==> config.mk <==
export PLATFORM = sky130hd
export DESIGN_NAME = counter_8bit
export DESIGN_NICKNAME = d
export VERILOG_FILES = /design/src/rtl/counter_8bit_pkg.sv /design/src/rtl/counter_8bit.sv
export SDC_FILE = /design/constraint.sdc
export NUM_CORES = 1
export LEC_CHECK = 0
export ABC_AREA = 1
export BUFFER_PORTS_ARGS = -buffer_cell sky130_fd_sc_hd__clkbuf_2
export CAP_MARGIN = 40
export CORE_MARGIN = 3
export CORE_UTILIZATION = 25
export DETAILED_ROUTE_END_ITERATION = 7
export PLACE_DENSITY = 0.44
export SYNTH_ARGS = -nofsm -noshare
export SYNTH_HDL_FRONTEND = slang
export SYNTH_SLANG_ARGS = --single-unit
==> constraint.sdc <==
create_clock -name clk -period 1.1 [get_ports clk]
set_clock_uncertainty 0.2 [all_clocks]
set_input_delay 0.055 -clock clk [delete_from_list [all_inputs] [get_ports clk]]
set_output_delay 0.055 -clock clk [all_outputs]
set_load 0.1 [all_outputs]
==> src/rtl/counter_8bit_pkg.sv <==
// Shared counter constants and the next-count helper used by counter_8bit
// and other counters in the slice.
package counter_8bit_pkg;

    localparam int DEFAULT_WIDTH = 8;
    localparam int DEFAULT_STEP  = 1;

    // Sum is formed one bit wider than the widest legal count so the carry out
    // of a 32-bit counter is still visible to the terminal-count compare.
    function automatic logic [31:0] next_count(
        input logic [31:0] cur,
        input logic [31:0] step,
        input logic [31:0] max_value,
        input logic        saturate
    );
        logic [32:0] sum;
        logic [32:0] span;
        logic [32:0] wrapped;
        sum     = {1'b0, cur} + {1'b0, step};
        span    = {1'b0, max_value} + 33'd1;
        wrapped = sum - span;
        if (sum > {1'b0, max_value}) begin
            if (saturate) begin
                next_count = max_value;
            end else begin
                next_count = wrapped[31:0];
            end
        end else begin
            next_count = sum[31:0];
        end
    endfunction

endpackage

==> src/rtl/counter_8bit.sv <==
// Free-running up-counter with fixed step and terminal count; wraps by default,
// stops at MAX_VALUE when COUNTER_8BIT_SATURATE_EN is defined.
module counter_8bit
    import counter_8bit_pkg::*;
#(
    parameter int          WIDTH     = DEFAULT_WIDTH,
    parameter int unsigned STEP      = DEFAULT_STEP,
    parameter logic [31:0] MAX_VALUE = 32'((64'd1 << WIDTH) - 64'd1)
) (
    output logic [WIDTH-1:0] value,
    input  logic             clk,
    input  logic             reset
);

`ifdef COUNTER_8BIT_SATURATE_EN
    localparam logic SATURATE = 1'b1;
`else
    localparam logic SATURATE = 1'b0;
`endif

    logic [WIDTH-1:0] value_nxt;

    assign value_nxt = WIDTH'(next_count(32'(value), 32'(STEP), MAX_VALUE, SATURATE));

    always_ff @(posedge clk or posedge reset) begin
        if (reset) begin
            value <= '0;
        end else begin
            value <= value_nxt;
        end
    end

endmodule

==> results of run 1 <==
cell families (layout without fill, tap and decap cells):
logic type | count (synthesis) | in the layout | share of synthesized area (%)
compound gates | 2 | 2 | 2.95
xor+xnor | 3 | 3 | 7.75
fa+ha+maj | 1 | 1 | 3.69
buf+inv | 5 | 34 | 5.54
flops | 8 | 8 | 59.0
simple gates | 18 | 18 | 21.0
path summary, 6_finish.rpt:
check,to,depth (start not counted),slack [ns]
worst min-delay path,value[0]$_DFF_PP0_,3,0.08
worst max register to register,value[5]$_DFF_PP0_,5,-0.19
worst min register to register,value[0]$_DFF_PP0_,1,0.38
max in group asynchronous,value[2]$_DFF_PP0_,3,0.35
min in group clk,value[0]$_DFF_PP0_,1,0.38
worst max-delay path,value[0],2,-0.20
through the flow:
stage / total power (W) / cells / instance area (µm²)
finish: 0.000529 / 80 / 795
floorplan: 0.000305 / 37 / 384
CTS: 0.000539 / 80 / 776
global placement: 0.000308 / 67 / 619
detailed placement: 0.000308 / 67 / 619
global route: 0.000552 / 80 / 795
report_power, final:
part	internal [W]	switching (W)
sequential	0.000294	0
clock	0.000125	0.0000996
combinational	0.00000380	0.00000645
cell type report:
type | instances | area [µm²]
multi-input combinational | 24 | 175
clock buffer | 3 | 22.5
inverter | 5 | 18.8
fill | 89 | 392
tap | 14 | 17.5
timing repair buffer | 26 | 333
sequential | 8 | 228
layer usage:
metal / share of wire (%) / routed length, µm / vias to the layer above / global-route usage, %
met5: 0 / 0 / - / 0
met4: 0 / 0 / 0 / 7.45
met3: 4.1 / 39 / 0 / 3.39
met2: 59 / 554 / 7 / 23.4
met1: 37 / 349 / 182 / 11.6
li1: - / - / 172 / -
what timing repair did:
| item | in CTS | in global routing |
|---|---|---|
| pin swaps | 3 | 2 |
| setup endpoints to repair | 13 | 14 |
| endpoints found under the hold margin | 8 | 0 |
| setup buffers | 9 | 0 |
| gates cloned | 0 | 0 |
| hold buffers | 1 | 0 |
| resized for setup | 15 | 5 |
cells in the final DEF, fill, tap and decap left out, types with 2 or more instances in the layout:
cell type | Yosys | final
sky130_fd_sc_hd__buf_6 | 0 | 10
sky130_fd_sc_hd__nand3_1 | 3 | 2
sky130_fd_sc_hd__dfrtp_4 | 0 | 7
sky130_fd_sc_hd__nor2_4 | 0 | 2
sky130_fd_sc_hd__o21ai_1 | 2 | 2
sky130_fd_sc_hd__nand2_2 | 0 | 2
sky130_fd_sc_hd__clkbuf_4 | 0 | 3
sky130_fd_sc_hd__buf_12 | 0 | 8
sky130_fd_sc_hd__nand2_1 | 11 | 8
sky130_fd_sc_hd__xnor2_1 | 2 | 2
sky130_fd_sc_hd__inv_1 | 5 | 5
sky130_fd_sc_hd__buf_4 | 0 | 6
critical path, stage by stage (launching register included):
cell	delay, ns
sky130_fd_sc_hd__dfrtp_4	0.51
sky130_fd_sc_hd__buf_6	0.13
sky130_fd_sc_hd__buf_12	0.15
==> run metrics, run 1 <==
post-synthesis instance area approximately 340 µm²; Remaining Overflow, GRT 0; pre-CTS setup slack -0.125 ns; cell leakage power about 0.36 nW; P per Cell Area ~670 mW/mm²; GP Congestion approximately 0.73; vias per cell ~4.5; initial cell density of the core about 29%; utilization after layout approximately 67%; pin count of the biggest net entering global routing 9; main area contributors after synthesis sky130_fd_sc_hd__dfrtp_1, sky130_fd_sc_hd__nand2_1, sky130_fd_sc_hd__inv_1, sky130_fd_sc_hd__xnor2_1, sky130_fd_sc_hd__nand3_1; final cycle utilization of the critical path 119%; crit path kind flop to output port; post-DR wirelength/cell approximately 12 µm; final hold vios 0; worst setup slack after layout -0.204 ns; startpoint class of the critical path flop; antenna diode count 0; startpoint of the worst setup timing path value[0]$_DFF_PP0_; number of unique standard cell types used by synthesis 9; R2R Path Start value[2]$_DFF_PP0_; HPWL after detailed placement roughly 570 µm; Port Buffer Count 9; CTS tree built; count of synthesis-stage warnings from yosys 0; clk_lat worst skew approximately 0.25 ns; Detail Route Antenna Nets 0; number of instances in the synthesized netlist 37; proportion of register bits with asynchronous set or reset after synthesis 100%; endpoint type of the worst setup path output port; type of the worst min-delay path input port to async pin; router iterations before antenna repair 4; slew at the pin closest to its max-slew limit a little over 0.3 ns; area growth from synthesis to layout 134%; synthesized net count 40; detailed router's first-iteration violation count 5; number of buffers inserted during clock tree synthesis 3; Synth Flop Type sky130_fd_sc_hd__dfrtp_1; result of the run complete, but fails checks; Max FO, Critical Path 4; number of synthesized register bits 8; number of placed I/O pins 10; flip-flop count of the largest register, all copies and words added 8; Synth top area share about three fifths; top cells by count, synth sky130_fd_sc_hd__nand2_1, sky130_fd_sc_hd__dfrtp_1, sky130_fd_sc_hd__inv_1; die boundary height around 43 µm; die outline area between 0.0015 and 0.002 mm²; all-layer global routing usage between 10% and 20%; Setup-failing EPs final 14; worst-case vdd ir drop roughly 0.00054 V; Yosys top cell by area sky130_fd_sc_hd__dfrtp_1; final critical path time including I/O delays and setup between 1 and 1.5 ns; area of the placeable core 0.00119 mm²; Fmax ~770 MHz; sequential-to-total area share from yosys stat 59.0%; worst slew margin relative to its limit about four fifths; registers with the highest flip-flop counts value: 8 flops; buffers from clock root to sink, at most 2; Die X-Extent between 40 and 50 µm; most common cell in the netlist sky130_fd_sc_hd__nand2_1; count of flip-flops with a built-in enable after synthesis 0; antenna violations before repair 0; final routed DRC violation total 0; Post-Syn Area per Cell approximately 9.2 µm²; count of standard-cell rows 12; Most flops, register value; via count of the first global-routing pass between 400 and 500; Detailed Route WL between 900 and 1000 µm; smallest hold slack 0.0821 ns; violations in the final reports negative setup slack; Clock Pin Slew Worst Setup and Hold Paths ~0.06 ns; clock sinks 8; sum of negative setup slack -1.88 ns; wire length of the first global-routing pass ~1700 µm; required time of the worst setup path 0.84 ns; layout cell share with drive strength beyond 1 66.7%; total vias in the final route 361; number of pins with negative max-slew slack in the final report 0; Total Nets Final between 70 and 80; Crit path arrival time roughly 1.1 ns; deepest level of the CTS H-tree 1; buffer cell driving the clock tree root sky130_fd_sc_hd__clkbuf_4; maximum capacitance violations 0; setup repair after global routing missed its margin yes
Power figures use the tool's default switching activity.
==> inputs of run 2 (changes only) <==
--- a/config.mk
+++ b/config.mk
@@ -11,7 +11,7 @@
 export CORE_MARGIN = 3
 export CORE_UTILIZATION = 25
 export DETAILED_ROUTE_END_ITERATION = 7
-export PLACE_DENSITY = 0.44
+export PLACE_DENSITY = 0.5
 export SYNTH_ARGS = -nofsm -noshare
 export SYNTH_HDL_FRONTEND = slang
 export SYNTH_SLANG_ARGS = --single-unit
==> run 2 against run 1 <==
Maximum frequency grew 0.86%. First-iteration DRC count is 20% lower. Global-route usage down 2.4 points. Critical path type unchanged. Setup slack improved by 0.011 ns. Combinational power shrank 3%. The flow still finishes with violations (negative setup slack). Count of clock-buffer cells in the layout did not move.
==> run metrics, run 2 (synthesized netlist as in run 1, its figures left out) <==
result of the run complete, but fails checks; violations in the final reports negative setup slack; layout cell share with drive strength beyond 1 63.1% (-3.6 points); total vias in the final route 335 (-7.2%); worst setup slack after layout -0.193 ns (+0.0112 ns); buffers and inverters on the worst path 2 (unchanged); Detail Route Antenna Nets 0 (unchanged); endpoint type of the worst setup path output port; number of buffers inserted during clock tree synthesis 3 (unchanged); wire length of the first global-routing pass 1320 µm (-21%); worst slew margin relative to its limit 80.1% (+0.60 points); registers with the highest flip-flop counts value: 8 flops; CP max stage delay 0.50 ns (about the same); P per Cell Area 681 mW/mm² (+2.3%); type of the worst min-delay path input port to async pin; GP Congestion 0.702 (-3.9%); commonest cells after routing, fill and taps aside sky130_fd_sc_hd__nand2_1, sky130_fd_sc_hd__buf_6, sky130_fd_sc_hd__buf_12; slew at the pin closest to its max-slew limit 0.298 ns (-0.00899 ns); via count of the first global-routing pass 322 (-20%); antenna violations before repair 0 (unchanged); critical-path cell list buf_6, buf_12; Crit path arrival time 1.04 ns (about the same); smallest hold slack 0.0704 ns (-0.0117 ns); number of pins with negative max-slew slack in the final report 0 (unchanged); number of placed I/O pins 10 (unchanged); utilization after layout 65.1% (-1.9 points); buffer cell driving the clock tree root sky130_fd_sc_hd__clkbuf_4; area growth from synthesis to layout 128%; Clock Pin Slew Worst Setup and Hold Paths 0.05 ns (about the same); worst reg2reg path depth 5 (unchanged); area of the placeable core 0.00119 mm² (unchanged); count of standard-cell rows 12 (unchanged); Detailed Route WL 790 µm (-16%); maximum capacitance violations 0 (unchanged); Remaining Overflow, GRT 0 (unchanged); deepest level of the CTS H-tree 1 (unchanged); sum of negative setup slack -1.70 ns (+0.185 ns); post-DR wirelength/cell 10.0 µm (-15%); HPWL after detailed placement 552 µm (-2.6%); crit path kind flop to output port; worst reg2reg setup slack -0.14 ns (+0.05 ns); clk_lat worst skew 0.25 ns (about the same); Most flops, register value; die boundary height 42.8 µm (unchanged); pin count of the biggest net entering global routing 9 (unchanged); required time of the worst setup path 0.84 ns (about the same); vias per cell 4.24 (-6.0%); terminus of the critical flop-to-flop path value[5]$_DFF_PP0_; Total Nets Final 70 (-1.4%); family with the most delay on the worst path flip-flops; clock sinks 8 (unchanged); Slowest-stage cell, CP sky130_fd_sc_hd__dfrtp_4; Layout Cell Area excl Fill 772 µm² (-2.8%); R2R Path Start value[2]$_DFF_PP0_; initial cell density of the core 28.6% (unchanged); post-placement cell area 627 µm² (+1.2%); final critical path time including I/O delays and setup 1.29 ns (-0.0112 ns); cell leakage power 0.358 nW (-0.80%); antenna diode count 0 (unchanged); detailed router's first-iteration violation count 4 (-1); Port Buffer Count 9 (unchanged); final hold vios 0 (unchanged); Die X-Extent 42.8 µm (unchanged); buffers from clock root to sink, at most 2 (unchanged); router iterations before antenna repair 2 (-2); flip-flop count of the largest register, all copies and words added 8 (unchanged); Fmax 774 MHz (+0.86%); die outline area 0.00183 mm² (unchanged); Setup-failing EPs final 14 (unchanged); setup repair after global routing missed its margin yes; startpoint class of the critical path flop; startpoint of the worst setup timing path value[0]$_DFF_PP0_; final routed DRC violation total 0 (unchanged); Max FO, Critical Path 4 (unchanged); CTS tree built; worst-case vdd ir drop 0.000594 V (+9.5%); final cycle utilization of the critical path 118% (-1.0 points); all-layer global routing usage 10.1% (-2.4 points)
[run 2: cell count changes in the layout (fill, tap and decap cells not counted), sizes merged]
cell	delta
buf	-1
[run 2: final cells by class]
class / count / area (µm²)
Multi-Input combinational cell: 24 / 160
Inverter: 5 / 18.8
Sequential cell: 8 / 228
Timing Repair Buffer: 25 / 325
Fill cell: 93 / 414
Tap cell: 14 / 17.5
Clock buffer: 3 / 22.5
[run 2: what timing repair did]
action | CTS | global route
hold endpoints to repair | 8 | 0
gates resized for setup | 14 | 1
pin swaps | 4 | 4
cloned | 0 | 0
hold buffers | 1 | 0
setup buffers | 7 | 0
endpoints found under the setup margin | 13 | 14
[run 2: per-layer routing]
layer  GRT usage, %  up-vias  wire (µm)
li1               -      171          -
met1           10.1      155        327
met2           16.8        7        413
met3           2.54        2         22
met4           9.32        0         27
met5              0        -          0
[run 2: worst min-delay path, delay by kind of cell]
family                 cells  cell delay, ns
buffers and inverters      3            0.86
[run 2: worst max-delay path by stage]
stage	cells past startpoint	slack [ns]	to
2_1_floorplan	4	-0.31	value[6]$_DFF_PP0_
3_3_place_gp	5	-0.1	value[6]$_DFF_PP0_
3_5_place_dp	5	-0.12	value[6]$_DFF_PP0_
4_1_cts	2	-0.20	value[1]
5_1_grt	2	-0.23	value[1]
6_report	2	-0.19	value[0]
[run 2: power by group]
part           internal (W)   total (W)  switching [W]
Clock              0.000125    0.000221      0.0000966
Combinational    0.00000379  0.00000994     0.00000614
Sequential         0.000294    0.000294              0
[run 2: per-stage QoR]
| stage | total power (W) | instances | worst slack, ns |
|---|---|---|---|
| 6_report | 0.000525 | 79 | -0.193 |
| 4_1_cts | 0.000535 | 79 | -0.199 |
| 5_1_grt | 0.000558 | 79 | -0.227 |
| 3_5_place_dp | 0.000308 | 68 | -0.119 |
| 2_1_floorplan | 0.000305 | 37 | -0.311 |
| 3_3_place_gp | 0.000308 | 68 | -0.0959 |
==> inputs of run 3 (changes only) <==
--- a/config.mk
+++ b/config.mk
@@ -6,12 +6,13 @@
 export NUM_CORES = 1
 export LEC_CHECK = 0
 export ABC_AREA = 1
-export BUFFER_PORTS_ARGS = -buffer_cell sky130_fd_sc_hd__clkbuf_2
 export CAP_MARGIN = 40
 export CORE_MARGIN = 3
 export CORE_UTILIZATION = 25
 export DETAILED_ROUTE_END_ITERATION = 7
-export PLACE_DENSITY = 0.5
+export DONT_BUFFER_PORTS = 1
+export PLACE_DENSITY = 0.44
+export SKIP_CTS_REPAIR_TIMING = 1
 export SYNTH_ARGS = -nofsm -noshare
 export SYNTH_HDL_FRONTEND = slang
 export SYNTH_SLANG_ARGS = --single-unit
==> run 3 against run 2 <==
The flow finishes with violations (negative hold slack, negative setup slack). Count of clock-buffer cells in the layout is the same. Flip-flop and latch count is the same. Via count shrank 11%. First-iteration DRC count grew 75%. Critical path type unchanged. Largest cell class is now flip-flops and latches. Highest routed layer unchanged.
==> run metrics, run 3 (synthesized netlist as in run 1, its figures left out) <==
worst-case vdd ir drop 0.000577 V (-2.9%); post-DR wirelength/cell 11.5 µm (+15%); violations in the final reports negative hold slack, negative setup slack; Remaining Overflow, GRT 0 (unchanged); crit path kind flop to output port; clk_lat worst skew 0.25 ns (about the same); Die X-Extent 42.8 µm (unchanged); worst reg2reg setup slack -0.15 ns (about the same); Reg area 228 µm² (unchanged); via count of the first global-routing pass 263 (-18%); met2 WL 396 µm (-4.1%); final hold vios 8 (+8); clock sinks 8 (unchanged); Sequential Power Share 55.6% (-0.4 points); cell leakage power 0.305 nW (-15%); worst slew margin relative to its limit 79.2% (-0.91 points); R2R Path Start value[1]$_DFF_PP0_; antenna violations before repair 0 (unchanged); pre-CTS setup slack -0.119 ns (-0.000199 ns); FILL cells 100 (+7.5%); switching share of power 20.3% (+0.76 points); count of standard-cell rows 12 (unchanged); met1 layer wirelength in the final routing 314 µm (-4.0%); Most flops, register value; Detailed Route WL 772 µm (-2.3%); sum of negative setup slack -1.30 ns (+0.402 ns); result of the run complete, but fails checks; slew at the pin closest to its max-slew limit 0.312 ns (+0.0137 ns); Total Nets Final 58 (-17%); number of buffers inserted during clock tree synthesis 3 (unchanged); terminus of the critical flop-to-flop path value[6]$_DFF_PP0_; smallest hold slack -0.0115 ns (-0.0820 ns); final critical path time including I/O delays and setup 1.27 ns (-0.0199 ns); utilization after layout 57.3% (-7.8 points); die outline area 0.00183 mm² (unchanged); Power Internal 0.000422 W (-0.25%); CTS tree built; P per Cell Area 779 mW/mm² (+14%); detailed router's first-iteration violation count 7 (+3); worst setup slack after layout -0.173 ns (+0.0199 ns); Clock Pin Slew Worst Setup and Hold Paths 0.05 ns (about the same); router iterations before antenna repair 3 (+1); Max FO, Critical Path 3 (-1); Setup-failing EPs final 12 (-2); HPWL after detailed placement 502 µm (-9.1%); number of placed I/O pins 10 (unchanged); highest layer used for signal routing met4; Fmax 786 MHz (+1.6%); worst reg2reg path depth 5 (unchanged); layout cell share with drive strength beyond 1 58.5% (-4.6 points); type of the worst min-delay path input port to async pin; setup repair after global routing missed its margin yes; area growth from synthesis to layout 100%; Crit path arrival time 1.02 ns (-0.02 ns); die boundary height 42.8 µm (unchanged); Port Buffer Count 0 (-9); area of the multi-input gates 185 µm² (+16%); buffer cell driving the clock tree root sky130_fd_sc_hd__clkbuf_4; flip-flop count of the largest register, all copies and words added 8 (unchanged); pin count of the biggest net entering global routing 9 (unchanged); antenna diode count 0 (unchanged); registers with the highest flip-flop counts value: 8 flops; total vias in the final route 299 (-11%); GP Congestion 0.673 (-4.2%); vias per cell 4.46 (+5.2%); endpoint type of the worst setup path output port; switching power summed over all nets 0.000107 W (+4.6%); combinational fraction of design power 1.6% (-0.3 points); all-layer global routing usage 8.96% (-1.1 points); initial cell density of the core 28.6% (unchanged); final cycle utilization of the critical path 116% (-1.8 points); maximum capacitance violations 0 (unchanged); relative contribution of the clock network to total power 42.8% (+0.7 points); buffers from clock root to sink, at most 2 (unchanged); deepest level of the CTS H-tree 1 (unchanged); wire length of the first global-routing pass 1130 µm (-14%); required time of the worst setup path 0.84 ns (about the same); commonest non-fill, non-tap cell in the layout sky130_fd_sc_hd__nand2_1; DR WL met3 41 µm (+86%); startpoint class of the critical path flop; number of pins with negative max-slew slack in the final report 0 (unchanged); final routed DRC violation total 0 (unchanged); commonest cells after routing, fill and taps aside sky130_fd_sc_hd__nand2_1, sky130_fd_sc_hd__buf_12, sky130_fd_sc_hd__dfrtp_4; area of the placeable core 0.00119 mm² (unchanged); Detail Route Antenna Nets 0 (unchanged)
## run 3: layer usage
| layer | up-vias | global-route usage [%] |
|---|---|---|
| met5 | - | 0 |
| met4 | 0 | 7.45 |
| met3 | 2 | 2.97 |
| met2 | 9 | 12.6 |
| met1 | 140 | 10.8 |
| li1 | 148 | - |
## run 3: layout make-up
| type | count | area share, % |
|---|---|---|
| repair buffers | 13 | 30.6 |
| well taps | 14 | 2.58 |
| multi-input cells | 24 | 27.3 |
| inverters | 5 | 2.76 |
| flip-flops and latches | 8 | 33.5 |
| clock buffers | 3 | 3.31 |
## run 3: how the worst max path moves through the flow
| stage | from | to | slack (ns) | cells after the start |
|---|---|---|---|---|
| after floorplan | value[1]$_DFF_PP0_ | value[6]$_DFF_PP0_ | -0.31 | 4 |
| after global placement | value[0]$_DFF_PP0_ | value[6]$_DFF_PP0_ | -0.11 | 5 |
| after detailed placement | value[0]$_DFF_PP0_ | value[6]$_DFF_PP0_ | -0.12 | 5 |
| after CTS | value[3]$_DFF_PP0_ | value[3] | -0.27 | 2 |
| after global routing | value[1]$_DFF_PP0_ | value[6]$_DFF_PP0_ | -0.20 | 4 |
| final | value[3]$_DFF_PP0_ | value[3] | -0.17 | 2 |
## run 3: worst max-delay path, stage by stage, from the launching register on
cell	delay [ns]
sky130_fd_sc_hd__dfrtp_4	0.48
sky130_fd_sc_hd__buf_6	0.13
sky130_fd_sc_hd__buf_12	0.15
## run 3: stage by stage
| stage | cells | cell area (µm²) | total power, W |
|---|---|---|---|
| 2_1_floorplan | 37 | 384 | 0.000305 |
| 3_3_place_gp | 61 | 477 | 0.000306 |
| 3_5_place_dp | 61 | 477 | 0.000307 |
| 4_1_cts | 64 | 499 | 0.000537 |
| 5_1_grt | 67 | 679 | 0.000556 |
| 6_report | 67 | 679 | 0.000529 |
## run 3: power groups by stage
stage	Sequential [W]	Combinational, W	Clock (W)
after floorplan	0.000300	0.00000460	0
after global placement	0.000300	0.00000612	0
after detailed placement	0.000300	0.00000643	0
after CTS	0.000294	0.00000639	0.000237
after global routing	0.000294	0.0000101	0.000252
final	0.000294	0.00000863	0.000226
